===== config.mk =====
export PLATFORM = sky130hd
export DESIGN_NAME = stream_requantizer
export DESIGN_NICKNAME = d
export VERILOG_FILES = /design/src/rtl/stream_requantizer.sv
export SDC_FILE = /design/constraint.sdc
export NUM_CORES = 1
export LEC_CHECK = 0
export ABC_AREA = 1
export ABC_CLOCK_PERIOD_IN_PS = 9100
export CAP_MARGIN = 20
export CELL_PAD_IN_SITES_DETAIL_PLACEMENT = 1
export CELL_PAD_IN_SITES_GLOBAL_PLACEMENT = 2
export CORE_MARGIN = 5
export CORE_UTILIZATION = 39
export DETAILED_ROUTE_END_ITERATION = 10
export GPL_TIMING_DRIVEN = 0
export PLACE_DENSITY = 0.92
export SETUP_SLACK_MARGIN = 0.05
export SLEW_MARGIN = 10
export SYNTH_ARGS = -nofsm -noshare
export SYNTH_HDL_FRONTEND = slang
export SYNTH_SLANG_ARGS = --single-unit

===== constraint.sdc =====
create_clock -name ap_clk -period 9.1 [get_ports ap_clk]
set_clock_uncertainty 0.05 [all_clocks]
set_input_delay 1.82 -clock ap_clk [delete_from_list [all_inputs] [get_ports ap_clk]]
set_output_delay 1.82 -clock ap_clk [all_outputs]
set_load 0.02 [all_outputs]

===== src/rtl/stream_requantizer.sv =====
// Requantiser for an AXI-Stream accumulator stream: per-channel bias add, round-half-up shift, saturation.
// Optional saturation event counter enabled by defining REQUANT_SAT_COUNT_EN.
module stream_requantizer #(
  parameter int s_axis_input_WIDTH   = 32,
  parameter int s_axis_input_SIGNED  = 1,
  parameter int m_axis_output_WIDTH  = 8,
  parameter int m_axis_output_SIGNED = 1,
  parameter int BIAS_WIDTH           = 16,
  parameter int CHANNELS             = 16,
  parameter int SHIFT_WIDTH          = 5,
  localparam int ADDR_WIDTH          = $clog2(CHANNELS)
) (
  input  logic                            ap_clk,
  input  logic                            ap_rst,
  input  logic [s_axis_input_WIDTH-1:0]   s_axis_input_tdata,
  input  logic                            s_axis_input_tvalid,
  output logic                            s_axis_input_tready,
  input  logic                            s_axis_input_tlast,
  output logic [m_axis_output_WIDTH-1:0]  m_axis_output_tdata,
  output logic                            m_axis_output_tvalid,
  input  logic                            m_axis_output_tready,
  output logic                            m_axis_output_tlast,
  input  logic [SHIFT_WIDTH-1:0]          cfg_shift,
  input  logic                            bias_wr_en,
  input  logic [ADDR_WIDTH-1:0]           bias_wr_addr,
  input  logic [BIAS_WIDTH-1:0]           bias_wr_data,
  output logic [31:0]                     sat_count
);

  localparam int IW   = s_axis_input_WIDTH;
  localparam int OW   = m_axis_output_WIDTH;
  localparam int SUMW = IW + 2;
  // One extra bit so the rounding increment can never overflow the shifted operand.
  localparam int RW   = SUMW + 1;
  localparam logic signed [RW-1:0] ONE = {{(RW-1){1'b0}}, 1'b1};
  localparam logic signed [RW-1:0] OMAX_S = (m_axis_output_SIGNED != 0) ?
                                            ((ONE <<< (OW - 1)) - ONE) : ((ONE <<< OW) - ONE);
  localparam logic signed [RW-1:0] OMIN_S = (m_axis_output_SIGNED != 0) ?
                                            (-(ONE <<< (OW - 1))) : {RW{1'b0}};
  localparam logic [ADDR_WIDTH-1:0] CH_LAST = ADDR_WIDTH'(CHANNELS - 1);

  logic                          adv1_s;
  logic                          adv2_s;
  logic                          accept_s;
  logic [ADDR_WIDTH-1:0]         ch_r;
  logic [BIAS_WIDTH-1:0]         bias_r [CHANNELS];
  logic [BIAS_WIDTH-1:0]         bias_sel_s;
  logic signed [SUMW-1:0]        x_s;
  logic signed [SUMW-1:0]        b_s;
  logic signed [SUMW-1:0]        sum_s;
  logic                          v1_r;
  logic signed [SUMW-1:0]        sum1_r;
  logic [SHIFT_WIDTH-1:0]        sh1_r;
  logic                          last1_r;
  logic                          v2_r;
  logic [OW-1:0]                 data2_r;
  logic                          last2_r;
  logic [31:0]                   sh_eff_s;
  logic signed [RW-1:0]          ext_s;
  logic signed [RW-1:0]          rnd_s;
  logic signed [RW-1:0]          r_s;
  logic [OW-1:0]                 q_s;

  assign adv2_s               = !v2_r || m_axis_output_tready;
  assign adv1_s               = !v1_r || adv2_s;
  assign s_axis_input_tready  = adv1_s && !ap_rst;
  assign accept_s             = s_axis_input_tvalid && s_axis_input_tready;
  assign m_axis_output_tvalid = v2_r;
  assign m_axis_output_tdata  = data2_r;
  assign m_axis_output_tlast  = last2_r;

  // Stage-1 operands: extended input plus sign-extended bias of the current channel.
  always_comb begin
    if (s_axis_input_SIGNED != 0) begin
      x_s = {{2{s_axis_input_tdata[IW-1]}}, s_axis_input_tdata};
    end else begin
      x_s = {2'b00, s_axis_input_tdata};
    end
    bias_sel_s = bias_r[ch_r];
    b_s        = {{(SUMW - BIAS_WIDTH){bias_sel_s[BIAS_WIDTH-1]}}, bias_sel_s};
    sum_s      = x_s + b_s;
  end

  // Bias table; a read in the same cycle as a write still sees the old entry.
  always_ff @(posedge ap_clk) begin
    if (ap_rst) begin
      for (int i = 0; i < CHANNELS; i++) begin
        bias_r[i] <= {BIAS_WIDTH{1'b0}};
      end
    end else if (bias_wr_en && (32'(bias_wr_addr) < 32'(CHANNELS))) begin
      bias_r[bias_wr_addr] <= bias_wr_data;
    end
  end

  // Stage-1 capture and channel tracking; tlast restarts the channel sequence.
  always_ff @(posedge ap_clk) begin
    if (ap_rst) begin
      v1_r    <= 1'b0;
      sum1_r  <= {SUMW{1'b0}};
      sh1_r   <= {SHIFT_WIDTH{1'b0}};
      last1_r <= 1'b0;
      ch_r    <= {ADDR_WIDTH{1'b0}};
    end else begin
      if (adv1_s) begin
        v1_r <= accept_s;
      end
      if (accept_s) begin
        sum1_r  <= sum_s;
        sh1_r   <= cfg_shift;
        last1_r <= s_axis_input_tlast;
        if (s_axis_input_tlast) begin
          ch_r <= {ADDR_WIDTH{1'b0}};
        end else if (ch_r == CH_LAST) begin
          ch_r <= {ADDR_WIDTH{1'b0}};
        end else begin
          ch_r <= ch_r + ADDR_WIDTH'(1);
        end
      end
    end
  end

  // Stage-2 arithmetic: clamp the shift, round half up, then saturate to the output range.
  always_comb begin
    ext_s = {sum1_r[SUMW-1], sum1_r};
    if (32'(sh1_r) >= 32'(SUMW)) begin
      sh_eff_s = 32'(SUMW - 1);
    end else begin
      sh_eff_s = 32'(sh1_r);
    end
    if (sh_eff_s == 32'd0) begin
      rnd_s = {RW{1'b0}};
      r_s   = ext_s;
    end else begin
      rnd_s = ONE <<< (sh_eff_s - 32'd1);
      r_s   = (ext_s + rnd_s) >>> sh_eff_s;
    end
    if (r_s > OMAX_S) begin
      q_s = OMAX_S[OW-1:0];
    end else if (r_s < OMIN_S) begin
      q_s = OMIN_S[OW-1:0];
    end else begin
      q_s = r_s[OW-1:0];
    end
  end

  // Output register; data and last hold while the downstream stalls.
  always_ff @(posedge ap_clk) begin
    if (ap_rst) begin
      v2_r    <= 1'b0;
      data2_r <= {OW{1'b0}};
      last2_r <= 1'b0;
    end else if (adv2_s) begin
      v2_r <= v1_r;
      if (v1_r) begin
        data2_r <= q_s;
        last2_r <= last1_r;
      end
    end
  end

`ifdef REQUANT_SAT_COUNT_EN
  logic        clamp_s;
  logic        sat2_r;
  logic [31:0] sat_count_r;

  assign clamp_s   = (r_s > OMAX_S) || (r_s < OMIN_S);
  assign sat_count = sat_count_r;

  // Saturation flag travels with the output beat.
  always_ff @(posedge ap_clk) begin
    if (ap_rst) begin
      sat2_r <= 1'b0;
    end else if (adv2_s && v1_r) begin
      sat2_r <= clamp_s;
    end
  end

  // Counts transferred saturated beats, sticking at all-ones.
  always_ff @(posedge ap_clk) begin
    if (ap_rst) begin
      sat_count_r <= 32'd0;
    end else if (v2_r && m_axis_output_tready && sat2_r && (sat_count_r != 32'hFFFF_FFFF)) begin
      sat_count_r <= sat_count_r + 32'd1;
    end
  end
`else
  assign sat_count = 32'd0;
`endif

endmodule


==> flow_metrics.env, run 1 <==
export IMPL_rsz0062_at_grt="false"
export IMPL_grt_pass1_wl_mm=128
export IMPL_vias=20429
export IMPL_place_area_um2=22800
export IMPL_track_usage_pct=28.4
export IMPL_slowest_delay_ps=600
export IMPL_numCtsBuffers=35
export IMPL_cts_max_level=2
export IMPL_cts_resized=0
export IMPL_period_minus_slack_ps=7770
export IMPL_hold_viol=0
export IMPL_drt_iter0_drc=1464
export IMPL_drtAntennaViolNets=0
export IMPL_finalInstanceArea_um2=23900
export IMPL_worst_setup_path_type="reg2reg"
export IMPL_crit_path_end_kind="flip-flop"
export IMPL_min_period_over_period_pct=85.4
export IMPL_grt_pass1_vias=21401
export IMPL_die_h_um=242
export IMPL_worst_setup_path_start_kind="flip-flop"
export IMPL_yosys_warnings=0
export IMPL_coreArea_um2=53700
export IMPL_clk_pin_slew_ps=80
export IMPL_dp_cells=3621
export IMPL_finalMaxSlewViolations=0
export IMPL_reg2reg_slack_ps=1330
export IMPL_drt_pass1_iterations=5
export IMPL_worst_slew_pin_slew_ps=1160
export IMPL_avgSynthCellArea_um2=7.48
export IMPL_setup_tns_final_ps=0
export IMPL_ys_dominant_reg_cell="edfxtp_1"
export IMPL_worstPathArrival_ps=8110
export IMPL_ctsRootBufferMaster="clkbuf_16"
export IMPL_drc=0
export IMPL_max_cap_viol_count=0
export IMPL_routed_via_density=5.54
export IMPL_timing_slew_headroom_pct=22.9
export IMPL_antenna_cells=0
export IMPL_cts_setup_buffers=0
export IMPL_ir_drop_mv=0.170
export IMPL_die_width_um=242
export IMPL_powerDensity_nw_per_um2=179
export IMPL_critical_path_slowest_cell="a21oi_1"
export IMPL_antenna_found_initial=0
export IMPL_clk_latency_ps=550
export IMPL_ys_seq_area_share_pct=42.0
export IMPL_final_cells=3685
export IMPL_clock_tree_buffer_depth=3
export IMPL_drive_above_1_share_pct=4.52
export IMPL_ys_types=54
export IMPL_async_flop_share_pct=0
export IMPL_fp_row_count=85
export IMPL_fin_hold_ws_ps=423
export IMPL_gp_congestion=0.947
export IMPL_grt_max_degree=18
export IMPL_synth_area_um2=21100
export IMPL_status="completed"
export IMPL_setup_viol=0
export IMPL_synth_edf_count=256
export IMPL_fmax_ghz=0.129
export IMPL_cts_tree="built"
export IMPL_critPathRequiredTime_ps=9450
export IMPL_start_util_pct=39.2
export IMPL_wl_per_cell_um=23.4
export IMPL_syn_inst=2819
export IMPL_worstPathMaxFanout=10
export IMPL_io_pins=106
export IMPL_ys_seq_elements=314
export IMPL_crit_top_cell="nand2_1"
export IMPL_hold_path_class="reg2reg"
export IMPL_die_area_um2=58800
export IMPL_total_power_mw=4.29
export IMPL_p_leak_nw=10.6
export IMPL_fillers=6669
export IMPL_final_nets=3095
export IMPL_clkSinkCount=314
export IMPL_post_dp_hpwl_mm=69.1
export IMPL_numPortBuffers=73
export IMPL_hold_buffers=0
export IMPL_drt_wl_total_mm=86.4
export IMPL_overflow=0
export IMPL_synthToLayoutAreaGrowth_pct=13.6
[logic make-up (layout without fill, tap and decap cells)]
kind of cell	Yosys count	count (layout)	synth area share (%)
flip-flops	314	314	42.0
buffers and inverters	496	633	9.96
AO/OA/AOI/OAI	437	437	11.7
XOR/XNOR	32	32	1.33
other	1	34	0.0178
multiplexers	67	67	3.18
AND/OR/NAND/NOR	1402	1402	27.6
adder cells (fa/ha/maj)	70	70	4.23
[cells in the final DEF (no fill, tap or decap), types with 67 or more instances in the layout]
master | synthesis | layout
ha_1 | 68 | 68
edfxtp_1 | 256 | 256
clkdlybuf4s50_1 | 0 | 73
inv_1 | 322 | 322
nor2_1 | 431 | 431
nand2_1 | 614 | 614
a21oi_1 | 149 | 149
mux2i_1 | 67 | 67
o211ai_1 | 67 | 67
clkbuf_1 | 85 | 90
o21ai_0 | 174 | 174
nand3_1 | 291 | 291
[final cells by class]
| class | count | area, um2 | area share (%) |
|---|---|---|---|
| Clock buffer | 41 | 920 | 3.84 |
| Timing Repair Buffer | 73 | 731 | 3.05 |
| Inverter | 331 | 1240 | 5.19 |
| Buffer | 165 | 855 | 3.57 |
| Clock inverter | 23 | 223 | 0.930 |
| Tap cell | 696 | 871 | 3.64 |
| Multi-Input combinational cell | 2042 | 10300 | 42.8 |
| Sequential cell | 314 | 8850 | 37.0 |
[worst max-delay path, delay by kind of cell, from the launching register on]
family / cells / cell delay, ps
buf+inv: 10 / 2930
simple gates: 14 / 2330
compound gates: 5 / 1320
fa+ha+maj: 2 / 640
flops: 1 / 310
[worst paths after layout]
check                             start                             endpoint  cells past startpoint
setup reg to reg  sh1_r[0]$_SDFFE_PP0P_  m_axis_output_tdata[3]$_SDFFE_PP0P_                     31
hold / removal     last1_r$_SDFFE_PP0P_                 last1_r$_SDFFE_PP0P_                      2
setup / recovery  sh1_r[0]$_SDFFE_PP0P_  m_axis_output_tdata[3]$_SDFFE_PP0P_                     31
hold reg to reg    last1_r$_SDFFE_PP0P_                 last1_r$_SDFFE_PP0P_                      2
[synth_stat cells, types with 2 or more instances]
library cell	count	share of area [%]
nand2_1	614	11
nor2_1	431	7.7
inv_1	322	5.7
nand3_1	291	6.9
edfxtp_1	256	36
o21ai_0	174	4.1
a21oi_1	149	3.5
clkbuf_1	85	1.5
ha_1	68	4.0
mux2i_1	67	3.2
o211ai_1	67	2.4
dfxtp_1	58	5.5
buf_4	33	1.2
buf_1	28	0.50
xor2_1	23	0.96
nand4_1	16	0.47
nand2_2	11	0.33
nor3_1	11	0.26
o21ai_1	11	0.26
xnor2_1	9	0.37
clkbuf_8	8	0.52
nand3_2	8	0.38
buf_2	7	0.17
o221ai_1	7	0.29
and2_1	5	0.15
o21bai_1	5	0.18
a31oi_1	4	0.12
clkinv_1	4	0.071
inv_2	4	0.071
nor3b_1	4	0.14
o31ai_1	4	0.14
a221oi_1	3	0.12
nor2_2	3	0.089
nor4_1	3	0.089
o21a_1	3	0.11
a21boi_1	2	0.071
clkbuf_4	2	0.071
fa_1	2	0.19
or2_2	2	0.059
[routing by layer]
metal / share of wire, % / wire length [um] / track usage, % / vias to the layer above
li1: - / - / - / 9600
met1: 39 / 33500 / 32.9 / 9956
met2: 50 / 43300 / 51.7 / 677
met3: 4.8 / 4160 / 2.84 / 196
met4: 6.3 / 5440 / 15.1 / 0
met5: 0 / 0 / 0 / -
[metrics by stage]
step,setup slack (ps),util (%)
after global routing,692,44.6
after global placement,1680,42.5
after CTS,1380,44.6
after floorplan,3760,-
after detailed placement,1450,42.5
final,1330,44.6
[state kept, by name (all words and copies together), names as in the netlist, named ones only]
| signal | count |
|---|---|
| ch_r | 4 |
| sum1_r | 33 |
| last1_r | 1 |
| m_axis_output_tvalid | 1 |
| m_axis_output_tlast | 1 |
| v1_r | 1 |
| m_axis_output_tdata | 8 |
| bias_r | 256 |
| sh1_r | 5 |
[power breakdown]
part | total (mW) | switching [mW] | leakage, nW | internal (mW)
combinational | 1.14 | 0.786 | 7.10 | 0.352
clock | 1.44 | 0.602 | 0.561 | 0.841
sequential | 1.71 | 0.0603 | 2.92 | 1.65
Power figures use the tool's default switching activity.
==> inputs of run 2 (changes only) <==
Settings changed: REMOVE_ABC_BUFFERS from default to 1.
==> run 2 against run 1 <==
  * Wire length shrank 11%
  * Utilization down 1.2 points
  * Clock power hardly changed
  * Register-to-register slack worse by 510 ps
  * Cell count shrank 4.3%
  * Flip-flop and latch count stayed put
  * Total power shrank 2.5%
  * First-iteration DRC count decreased by 22%
  * Design area down 2.6%
  * Critical path depth fell by 4
  * Largest cell class unchanged
==> flow_metrics.env, run 2 (same netlist as run 1, synthesis figures left out) <==
export IMPL_drt_wl_total_mm=76.9
export IMPL_p_sw_mw=1.42
export IMPL_combPwrFrac_pct=25.1
export IMPL_crit_path_end_kind="flip-flop"
export IMPL_hold_viol=0
export IMPL_setup_viol=0
export IMPL_overflow=0
export IMPL_hold_buffers=0
export IMPL_io_pins=106
export IMPL_dp_cells=3466
export IMPL_min_from="last1_r$_SDFFE_PP0P_"
export IMPL_pwr_share_clk_pct=33.7
export IMPL_worst_slew_pin_slew_ps=1160
export IMPL_wl_per_cell_um=21.8
export IMPL_vias=19275
export IMPL_layout_commonest_cell="nand2_1"
export IMPL_clk_pin_slew_ps=60
export IMPL_total_power_mw=4.18
export IMPL_clock_tree_buffer_depth=3
export IMPL_hold_path_class="reg2reg"
export IMPL_timing_slew_headroom_pct=22.2
export IMPL_fp_row_count=85
export IMPL_drtAntennaViolNets=0
export IMPL_antenna_found_initial=0
export IMPL_cts_setup_buffers=0
export IMPL_place_area_um2=22200
export IMPL_final_cells=3528
export IMPL_clkSinkCount=314
export IMPL_gp_congestion=0.937
export IMPL_crit_start="sh1_r[0]$_SDFFE_PP0P_"
export IMPL_rsz0062_at_grt="false"
export IMPL_min_period_over_period_pct=90.9
export IMPL_fmax_ghz=0.121
export IMPL_grt_pass1_wl_mm=117
export IMPL_cts_max_level=2
export IMPL_numPortBuffers=73
export IMPL_drive_above_1_share_pct=3.67
export IMPL_die_width_um=242
export IMPL_critPathRequiredTime_ps=9480
export IMPL_start_util_pct=39.2
export IMPL_numCtsBuffers=36
export IMPL_ctsRootBufferMaster="clkbuf_16"
export IMPL_routed_via_density=5.46
export IMPL_finalInstanceArea_um2=23300
export IMPL_track_usage_pct=25.3
export IMPL_fillers=6576
export IMPL_max_cap_viol_count=0
export IMPL_p_sw_share_pct=33.9
export IMPL_drt_iter0_drc=1147
export IMPL_internal_power_mw=2.76
export IMPL_dpl_worst_slack_ps=894
export IMPL_drc=0
export IMPL_cts_resized=0
export IMPL_p_seq_share_pct=41.3
export IMPL_final_nets=2941
export IMPL_status="completed"
export IMPL_drt_pass1_iterations=6
export IMPL_ir_drop_mv=0.178
export IMPL_grt_max_degree=65
export IMPL_post_dp_hpwl_mm=57.5
export IMPL_cts_tree="built"
export IMPL_grt_pass1_vias=20162
export IMPL_worstPathMaxFanout=54
export IMPL_setup_ws_ps=826
export IMPL_period_minus_slack_ps=8270
export IMPL_coreArea_um2=53700
export IMPL_r2r_start="sh1_r[0]$_SDFFE_PP0P_"
export IMPL_top_register="bias_r"
export IMPL_largest_reg_flops=256
export IMPL_finalMaxSlewViolations=0
export IMPL_p_leak_nw=10.2
export IMPL_worst_setup_path_start_kind="flip-flop"
export IMPL_clk_latency_ps=560
export IMPL_synthToLayoutAreaGrowth_pct=10.6
export IMPL_powerDensity_nw_per_um2=179
export IMPL_worst_setup_path_type="reg2reg"
export IMPL_die_h_um=242
export IMPL_die_area_um2=58800
export IMPL_worstPathArrival_ps=8650
export IMPL_layout_common_cells="nand2_1 (614), nor2_1 (430), inv_1 (320), nand3_1 (291), edfxtp_1 (256)"
export IMPL_antenna_cells=0
-- run 2: metal layers --
layer	global-route usage [%]	vias up	routed length [um]	share of wire, %
met3	2.10	138	2790	3.6
li1	-	9270	-	-
met4	11.2	0	3920	5.1
met1	30.2	9458	31200	41
met2	46.5	409	39000	51
met5	0	-	0	0
-- run 2: path summary, 6_finish.rpt --
kind / end / slack, ps / cells after the start
max reg2reg: m_axis_output_tdata[2]$_SDFFE_PP0P_ / 830 / 27
max: m_axis_output_tdata[2]$_SDFFE_PP0P_ / 830 / 27
min reg2reg: last1_r$_SDFFE_PP0P_ / 420 / 2
min: last1_r$_SDFFE_PP0P_ / 420 / 2
-- run 2: worst max-delay path, cell delays in order, from the launching register on --
cell and delay, ps:
dfxtp_2 560, clkinv_2 690, ha_1 320, nand3_1 140, nor2_1 740, clkinvlp_4 760, nand2_1 710, inv_1 390
nor2_1 210, ha_1 340, nand2_1 110, nand2_1 90, inv_1 80, nand2_1 110, a21oi_1 240, nand3_1 260
nand2_1 270, nand2_1 110, nand2_1 110, nand2_2 120, a21oi_1 640, nand3_1 150, nor3b_1 200, nand2_1 90
nor2_1 130, nand2_1 120, a21oi_4 220, a21oi_1 90
-- run 2: area by class of cell --
type / count / area (um2) / share of cell area (%)
Multi-Input combinational cell: 2042 / 10300 / 44.0
Sequential cell: 314 / 8860 / 38.0
Inverter: 331 / 1250 / 5.37
Clock buffer: 46 / 963 / 4.13
Timing Repair Buffer: 83 / 963 / 4.13
Tap cell: 696 / 871 / 3.74
Clock inverter: 16 / 145 / 0.623
-- run 2: metrics by stage --
step / TNS (ps) / utilization (%) / hold WS (ps)
floorplan: 0 / - / 382
global placement: -15320 / 40.9 / 398
detailed placement: 0 / 41.3 / 412
CTS: 0 / 43.4 / 420
global route: 0 / 43.4 / 452
finish: 0 / 43.4 / 418
-- run 2: power by group through the flow --
stage               combinational, mW  sequential, mW  clock [mW]
global route                     1.16            1.73        1.48
global placement                 1.00            1.76           0
finish                           1.05            1.72        1.41
detailed placement               1.04            1.76           0
CTS                              1.05            1.73        1.43
floorplan                       0.683            1.73           0
